**src/rtl/syscall_pkg.sv**
```systemverilog
// Shared service codes, record types and FSM states for syscall_ctrl.
// Optional word buffer selected by SYSCALL_WORD_BUF_EN.
package syscall_pkg;

   localparam logic [31:0] SC_PRINT_INT = 32'd1;
   localparam logic [31:0] SC_PRINT_STR = 32'd4;
   localparam logic [31:0] SC_EXIT      = 32'd10;

   typedef enum logic [1:0] {
      OT_CHAR = 2'd0,
      OT_INT  = 2'd1,
      OT_END  = 2'd2
   } out_type_e;

   typedef enum logic [2:0] {
      IDLE,
      INT_OUT,
      RD_REQ,
      RD_WAIT,
      CHAR_OUT,
      END_OUT,
      DONE,
      HALT
   } state_e;

endpackage

```
**src/rtl/syscall_ctrl_byte_sel.sv**
```systemverilog
// Little-endian byte-lane extractor: lane 0 = [7:0], lane 3 = [31:24].
// Shared by the DM read path and the word-buffer path.
module sc_byte_sel (
   input  logic [31:0] word_i,
   input  logic [1:0]  lane_i,
   output logic [7:0]  byte_o
);

   // pick one byte out of the word
   always_comb begin
      byte_o = word_i[{lane_i, 3'b000} +: 8];
   end

endmodule

```
**src/rtl/syscall_ctrl.sv**
```systemverilog
// SYSCALL service unit: print_int, print_string and exit over a record stream.
// Define SYSCALL_WORD_BUF_EN to serve chars of the same word from a buffer.
module syscall_ctrl
   import syscall_pkg::*;
#(
   parameter int MAX_STR_LEN = 256,
   parameter int DM_AW       = 30
) (
   input  logic             clk,
   input  logic             rst,
   input  logic             syscall_valid,
   input  logic [31:0]      v0,
   input  logic [31:0]      a0,
   output logic             stall,
   output logic             syscall_done,
   output logic             dm_sel,
   output logic [DM_AW-1:0] dm_addr,
   input  logic [31:0]      dm_rdata,
   output logic             out_valid,
   output logic [1:0]       out_type,
   output logic [31:0]      out_data,
   input  logic             out_ready,
   output logic             halt,
   output logic             err_invalid,
   output logic             err_trunc
);

   localparam int CW = $clog2(MAX_STR_LEN + 1);
   localparam logic [CW-1:0] CNT_MAX = CW'(MAX_STR_LEN);

   state_e          state_q, state_d;
   logic [31:0]     ptr_q, ptr_d;
   logic [CW-1:0]   count_q, count_d;
   logic [7:0]      char_q, char_d;
   logic            inv_q, inv_d;

   logic [31:0]     ptr_inc;
   logic [CW-1:0]   count_inc;
   logic            last;
   logic            bad_code;
   logic [31:0]     sel_word;
   logic [1:0]      sel_lane;
   logic [7:0]      sel_byte;

   assign ptr_inc   = ptr_q + 32'd1;
   assign count_inc = count_q + CW'(1);
   assign last      = (count_inc == CNT_MAX);
   assign bad_code  = (v0 != SC_PRINT_INT) && (v0 != SC_PRINT_STR) &&
                      (v0 != SC_EXIT);
   assign dm_addr   = dm_sel ? ptr_q[DM_AW+1:2] : '0;

`ifdef SYSCALL_WORD_BUF_EN
   logic [31:0] buf_q, buf_d;
   logic [29:0] tag_q, tag_d;
   logic        bvld_q, bvld_d;
   logic        hit;

   assign hit      = bvld_q && (tag_q == ptr_inc[31:2]);
   assign sel_word = (state_q == RD_WAIT) ? dm_rdata : buf_q;
   assign sel_lane = (state_q == RD_WAIT) ? ptr_q[1:0] : ptr_inc[1:0];

   // word buffer registers
   always_ff @(posedge clk or posedge rst) begin
      if (rst) begin
         buf_q  <= '0;
         tag_q  <= '0;
         bvld_q <= 1'b0;
      end else begin
         buf_q  <= buf_d;
         tag_q  <= tag_d;
         bvld_q <= bvld_d;
      end
   end

   // refill on every DM read, drop on a new syscall
   always_comb begin
      buf_d  = buf_q;
      tag_d  = tag_q;
      bvld_d = bvld_q;
      if (state_q == IDLE && syscall_valid) begin
         bvld_d = 1'b0;
      end else if (state_q == RD_WAIT) begin
         buf_d  = dm_rdata;
         tag_d  = ptr_q[31:2];
         bvld_d = 1'b1;
      end
   end
`else
   assign sel_word = dm_rdata;
   assign sel_lane = ptr_q[1:0];
`endif

   sc_byte_sel u_byte_sel (
      .word_i (sel_word),
      .lane_i (sel_lane),
      .byte_o (sel_byte)
   );

   // state and datapath registers
   always_ff @(posedge clk or posedge rst) begin
      if (rst) begin
         state_q <= IDLE;
         ptr_q   <= '0;
         count_q <= '0;
         char_q  <= '0;
         inv_q   <= 1'b0;
      end else begin
         state_q <= state_d;
         ptr_q   <= ptr_d;
         count_q <= count_d;
         char_q  <= char_d;
         inv_q   <= inv_d;
      end
   end

   // next-state decode
   always_comb begin
      state_d = state_q;
      unique case (state_q)
         IDLE: if (syscall_valid) begin
            if (v0 == SC_PRINT_INT)      state_d = INT_OUT;
            else if (v0 == SC_PRINT_STR) state_d = RD_REQ;
            else if (v0 == SC_EXIT)      state_d = HALT;
            else                         state_d = DONE;
         end
         INT_OUT: if (out_ready) state_d = DONE;
         RD_REQ:  state_d = RD_WAIT;
         RD_WAIT: state_d = (sel_byte == 8'h00) ? END_OUT : CHAR_OUT;
         CHAR_OUT: if (out_ready) begin
            if (last) state_d = END_OUT;
`ifdef SYSCALL_WORD_BUF_EN
            else if (hit)
               state_d = (sel_byte == 8'h00) ? END_OUT : CHAR_OUT;
`endif
            else state_d = RD_REQ;
         end
         END_OUT: if (out_ready) state_d = DONE;
         DONE:    state_d = IDLE;
         HALT:    state_d = HALT;
         default: state_d = IDLE;
      endcase
   end

   // pointer, count, fetched char and invalid-code flag
   always_comb begin
      ptr_d   = ptr_q;
      count_d = count_q;
      char_d  = char_q;
      inv_d   = inv_q;
      unique case (state_q)
         IDLE: if (syscall_valid) begin
            ptr_d   = a0;
            count_d = '0;
            inv_d   = bad_code;
         end
         RD_WAIT: char_d = sel_byte;
         CHAR_OUT: if (out_ready) begin
            ptr_d   = ptr_inc;
            count_d = count_inc;
`ifdef SYSCALL_WORD_BUF_EN
            char_d  = sel_byte;
`endif
         end
         DONE:    inv_d = 1'b0;
         default: ;
      endcase
   end

   // Moore outputs, plus stall in IDLE and the trunc pulse on handshake
   always_comb begin
      stall        = 1'b1;
      syscall_done = 1'b0;
      dm_sel       = 1'b0;
      out_valid    = 1'b0;
      out_type     = OT_CHAR;
      out_data     = '0;
      halt         = 1'b0;
      err_invalid  = 1'b0;
      err_trunc    = 1'b0;
      unique case (state_q)
         IDLE: stall = syscall_valid;
         INT_OUT: begin
            out_valid = 1'b1;
            out_type  = OT_INT;
            out_data  = ptr_q;
         end
         RD_REQ, RD_WAIT: dm_sel = 1'b1;
         CHAR_OUT: begin
            out_valid = 1'b1;
            out_type  = OT_CHAR;
            out_data  = {24'h0, char_q};
            err_trunc = out_ready && last;
         end
         END_OUT: begin
            out_valid = 1'b1;
            out_type  = OT_END;
         end
         DONE: begin
            stall        = 1'b0;
            syscall_done = 1'b1;
            err_invalid  = inv_q;
         end
         HALT:    halt = 1'b1;
         default: ;
      endcase
   end

endmodule

```
**config.mk**
```make
export PLATFORM = sky130hd
export DESIGN_NAME = syscall_ctrl
export DESIGN_NICKNAME = d
export VERILOG_FILES = /design/src/rtl/syscall_pkg.sv /design/src/rtl/syscall_ctrl_byte_sel.sv /design/src/rtl/syscall_ctrl.sv
export SDC_FILE = /design/constraint.sdc
export NUM_CORES = 1
export LEC_CHECK = 0
export ABC_CLOCK_PERIOD_IN_PS = 2900
export BUFFER_PORTS_ARGS = -buffer_cell sky130_fd_sc_hd__buf_2
export CAP_MARGIN = 5
export CORE_MARGIN = 2
export CORE_UTILIZATION = 53
export DETAILED_ROUTE_END_ITERATION = 8
export PLACE_DENSITY = 0.95
export SLEW_MARGIN = 10
export SYNTH_ARGS = -nofsm -noshare
export SYNTH_HDL_FRONTEND = slang
export SYNTH_SLANG_ARGS = --single-unit
```
**constraint.sdc**
```tcl
create_clock -name clk -period 2.9 [get_ports clk]
set_input_delay 0.29 -clock clk [delete_from_list [all_inputs] [get_ports clk]]
set_output_delay 0.29 -clock clk [all_outputs]
set_load 0.02 [all_outputs]
```
==> results.ini <==
[status]
outcome=finished, final reports clean

[global_route]
grt-busiest-layer=met2
grtUsageTotal_pct=30.24
number_of_global_route_vias_before_repair=4330
met3_routing_resource_usage_after_global_routing_pct=4.758
grt_start_max_net_pins=56
globalRouteMet1Util_pct=39.36
grt_antenna_before_repair=0
grt_pass1_wl_um=20650
use_met2_pct=50.75
overflow=0

[route]
routed_wirelength_um=12710
detail_route.drc_violations=0
first_pass_iters=6
detail_route.iter0.violations=696
routed-via-count=4633
drt-vias-per-instance=6.321
routedWlPerCell_um=17.34
drt.antenna.violating_nets=0

[final_layout]
layoutNonFillerInstCount=733
finalCoreUtilization_pct=68.63
fillerInstances=622
finish.net_count=735
layout-drive-gt1-share_pct=32.97
antennaDiodeCount=0
area_delta_synth_final_pct=25.35

[die]
floorplan.die_area_um2=8244
ios=171
floorplan.rows=31
design.core.area_um2=7292
initial_core_util_pct=54.75
fp.dieW_um=90.80
dieHeight_um=90.80

[sta]
slew_headroom_pct=55.09
setup_violations=0
timing_worst_slew_pin_value_ns=0.6727
timing.final.crit_period_ns=2.501
finalClockSkew_ns=0.008022
fin_crit_sh_pct=86.26
maxSlewViolCount=0
max_freq_mhz=399.8
tns_ns=0
total_count_of_hold_check_failures_in_the_final_report=0
grt_setup_unrepaired=no

[clock_network]
post_cts.resized_instances=0
tritoncts_num_sinks=53
cts.htree.levels=2
ctsHoldBuffers=0
path_clk_slew_ns=0.10
clk_latency_ns=0.31
post_cts.repair.setup_buffers=0
ctsRootBufferMaster=clkbuf_8
cts_tree=built
cts_buffer_depth=2
cts-buffers-inserted=5

[pwr]
standby_leakage_power_nw=2.358
pwr_density_cell_nw_per_um2=983.7
vdd.ir_drop.worst_uv=518.8
finalPower_mw=4.923

[yosys]
synth.top_cell.area_share_pct=33.22
synth_async_sr_flop_share_pct=100.0
ys_warn_count=0
sequential_share_of_the_synthesized_area_pct=33.22
avgSynthCellArea_um2=8.301
number_of_synthesized_register_bits=53
post_synth_edffs=0
postSynthCellCount=481
postSynthNetCount=583
post_synth_instance_area_um2=3993
netlist_top_cells_area=dfrtp_1 (33%), and2_1 (9.1%), a21oi_1 (4.0%), mux4_1 (3.9%), o21ai_0 (3.5%)
synth.lib_cells_used.distinct=54
postSynth.topFlopCell=dfrtp_1
synth_area_leader_cell=dfrtp_1

[worst_setup_path]
reg2reg_to=ptr_q[28]
worst_r2r_path_depth=6
critical_path_peak_fanout=15
timing.critical_path.arrival_ns=2.71
reg_to_reg_setup_timing_slack_ns=0.40
critical_path.max_stage_delay_ns=0.75
start_kind=register
timing.setup.critical_path_class=register to register
worstPathCellList=ha_1 > nand3_1 > nor4_1 > and2_1 > o21ai_0 > a22o_1
crit-reg2reg-launch=ptr_q[0]
crit_required_ns=3.11
timing.critical_path.slowest_stage_cell=dfrtp_1
worstSetupEndpointType=register

[placed_design]
hpwl_um=9519
dp_cells=725
globalplace.congestion=0.9180
io_buffers=170

[run]
maxCapViolations=0

[worst_hold_path]
min-delay-path-class=input port to asynchronous set/reset pin

==> synthesized netlist by cell type (all sizes together), types with 2 or more instances <==
cell type	number
a211oi	5
a21oi	32
a22o	10
a22oi	2
a2bb2oi	10
a311oi	2
a31oi	9
and2	58
and3	10
and4	6
buf	9
clkbuf	30
dfrtp	53
ha	2
inv	5
mux2	8
mux2i	3
mux4	8
nand2	38
nand3	24
nand4	16
nor2	33
nor2b	2
nor3	15
nor3b	3
nor4	16
o21ai	28
o22a	3
o22ai	12
o31ai	3
o32ai	2
o41ai	2
or3	6
or4	2
xnor2	2
==> cell families (layout without fill, tap and decap cells) <==
logic type	after synthesis	in the layout	synth area share, %
adder cells (fa/ha/maj)	2	2	0.6267
XOR/XNOR	2	2	0.4388
AND/OR/NAND/NOR	233	233	32.06
flip-flops	53	53	33.22
buffers and inverters	44	197	4.700
AO/OA/AOI/OAI	128	128	20.87
multiplexers	19	19	8.085
==> layer usage <==
layer,wire length [µm],share of wire (%)
met1,4971,39
met2,6221,49
met3,1118,8.8
met4,396,3.1
met5,0,0
==> worst max-delay path, delay by kind of cell (launching register included) <==
| family | cells | cell delay (ns) |
|---|---|---|
| and+or+nand+nor | 3 | 0.98 |
| DFF | 1 | 0.75 |
| adders and majority gates | 1 | 0.32 |
| AOI/OAI and AO/OA | 2 | 0.35 |
==> flip-flops by register name (all words and copies together) (netlist names) <==
signal / flops
char_q: 8
ptr_q: 32
inv_q: 1
count_q: 9
state_q: 3
==> layout make-up <==
type | count | area (µm²) | share of cell area [%]
Clock buffer | 7 | 76.32 | 1.525
Clock inverter | 1 | 7.507 | 0.1500
Inverter | 5 | 18.77 | 0.3750
Multi-Input combinational cell | 384 | 2496 | 49.87
Sequential cell | 53 | 1326 | 26.50
Tap cell | 99 | 123.9 | 2.475
Timing Repair Buffer | 184 | 955.9 | 19.10
==> how the worst max path moves through the flow <==
stage | cells past startpoint | slack, ns | from | endpoint
final | 6 | 0.40 | ptr_q[0] | ptr_q[28]
after global routing | 6 | 0.18 | ptr_q[0] | ptr_q[28]
after CTS | 6 | 0.44 | ptr_q[0] | ptr_q[28]
after detailed placement | 6 | 0.48 | ptr_q[0] | ptr_q[28]
after global placement | 6 | 0.57 | ptr_q[0] | ptr_q[28]
after floorplan | 4 | 0.96 | state_q[0] | out_data[12]
==> stage by stage <==
step	setup slack [ns]	hold WS [ns]	area, µm²
6_report	0.3986	0.06468	5005
5_1_grt	0.1753	0.1155	5005
4_1_cts	0.4377	0.08797	5005
3_5_place_dp	0.4764	0.4279	4921
3_3_place_gp	0.5727	0.4079	4921
2_1_floorplan	0.9562	0.4227	3993
==> power by group <==
part | switching, mW | leakage (nW) | internal [mW]
Combinational | 1.67 | 1.69 | 1.18
Clock | 0.253 | 0.0385 | 0.172
Sequential | 0.584 | 0.628 | 1.07
Total | 2.50 | 2.36 | 2.42
==> placed cells by master (no fill, tap or decap), drive strengths merged, types with 7 or more instances in the layout <==
cell	Yosys	final
a21oi	32	32
a22o	10	10
a2bb2oi	10	10
a31oi	9	9
and2	58	58
and3	10	10
buf	9	184
clkbuf	30	7
dfrtp	53	53
mux2	8	8
mux4	8	8
nand2	38	38
nand3	24	24
nand4	16	16
nor2	33	33
nor3	15	15
nor4	16	16
o21ai	28	28
o22ai	12	12
Note: power is estimated with default switching activity, not from simulation.
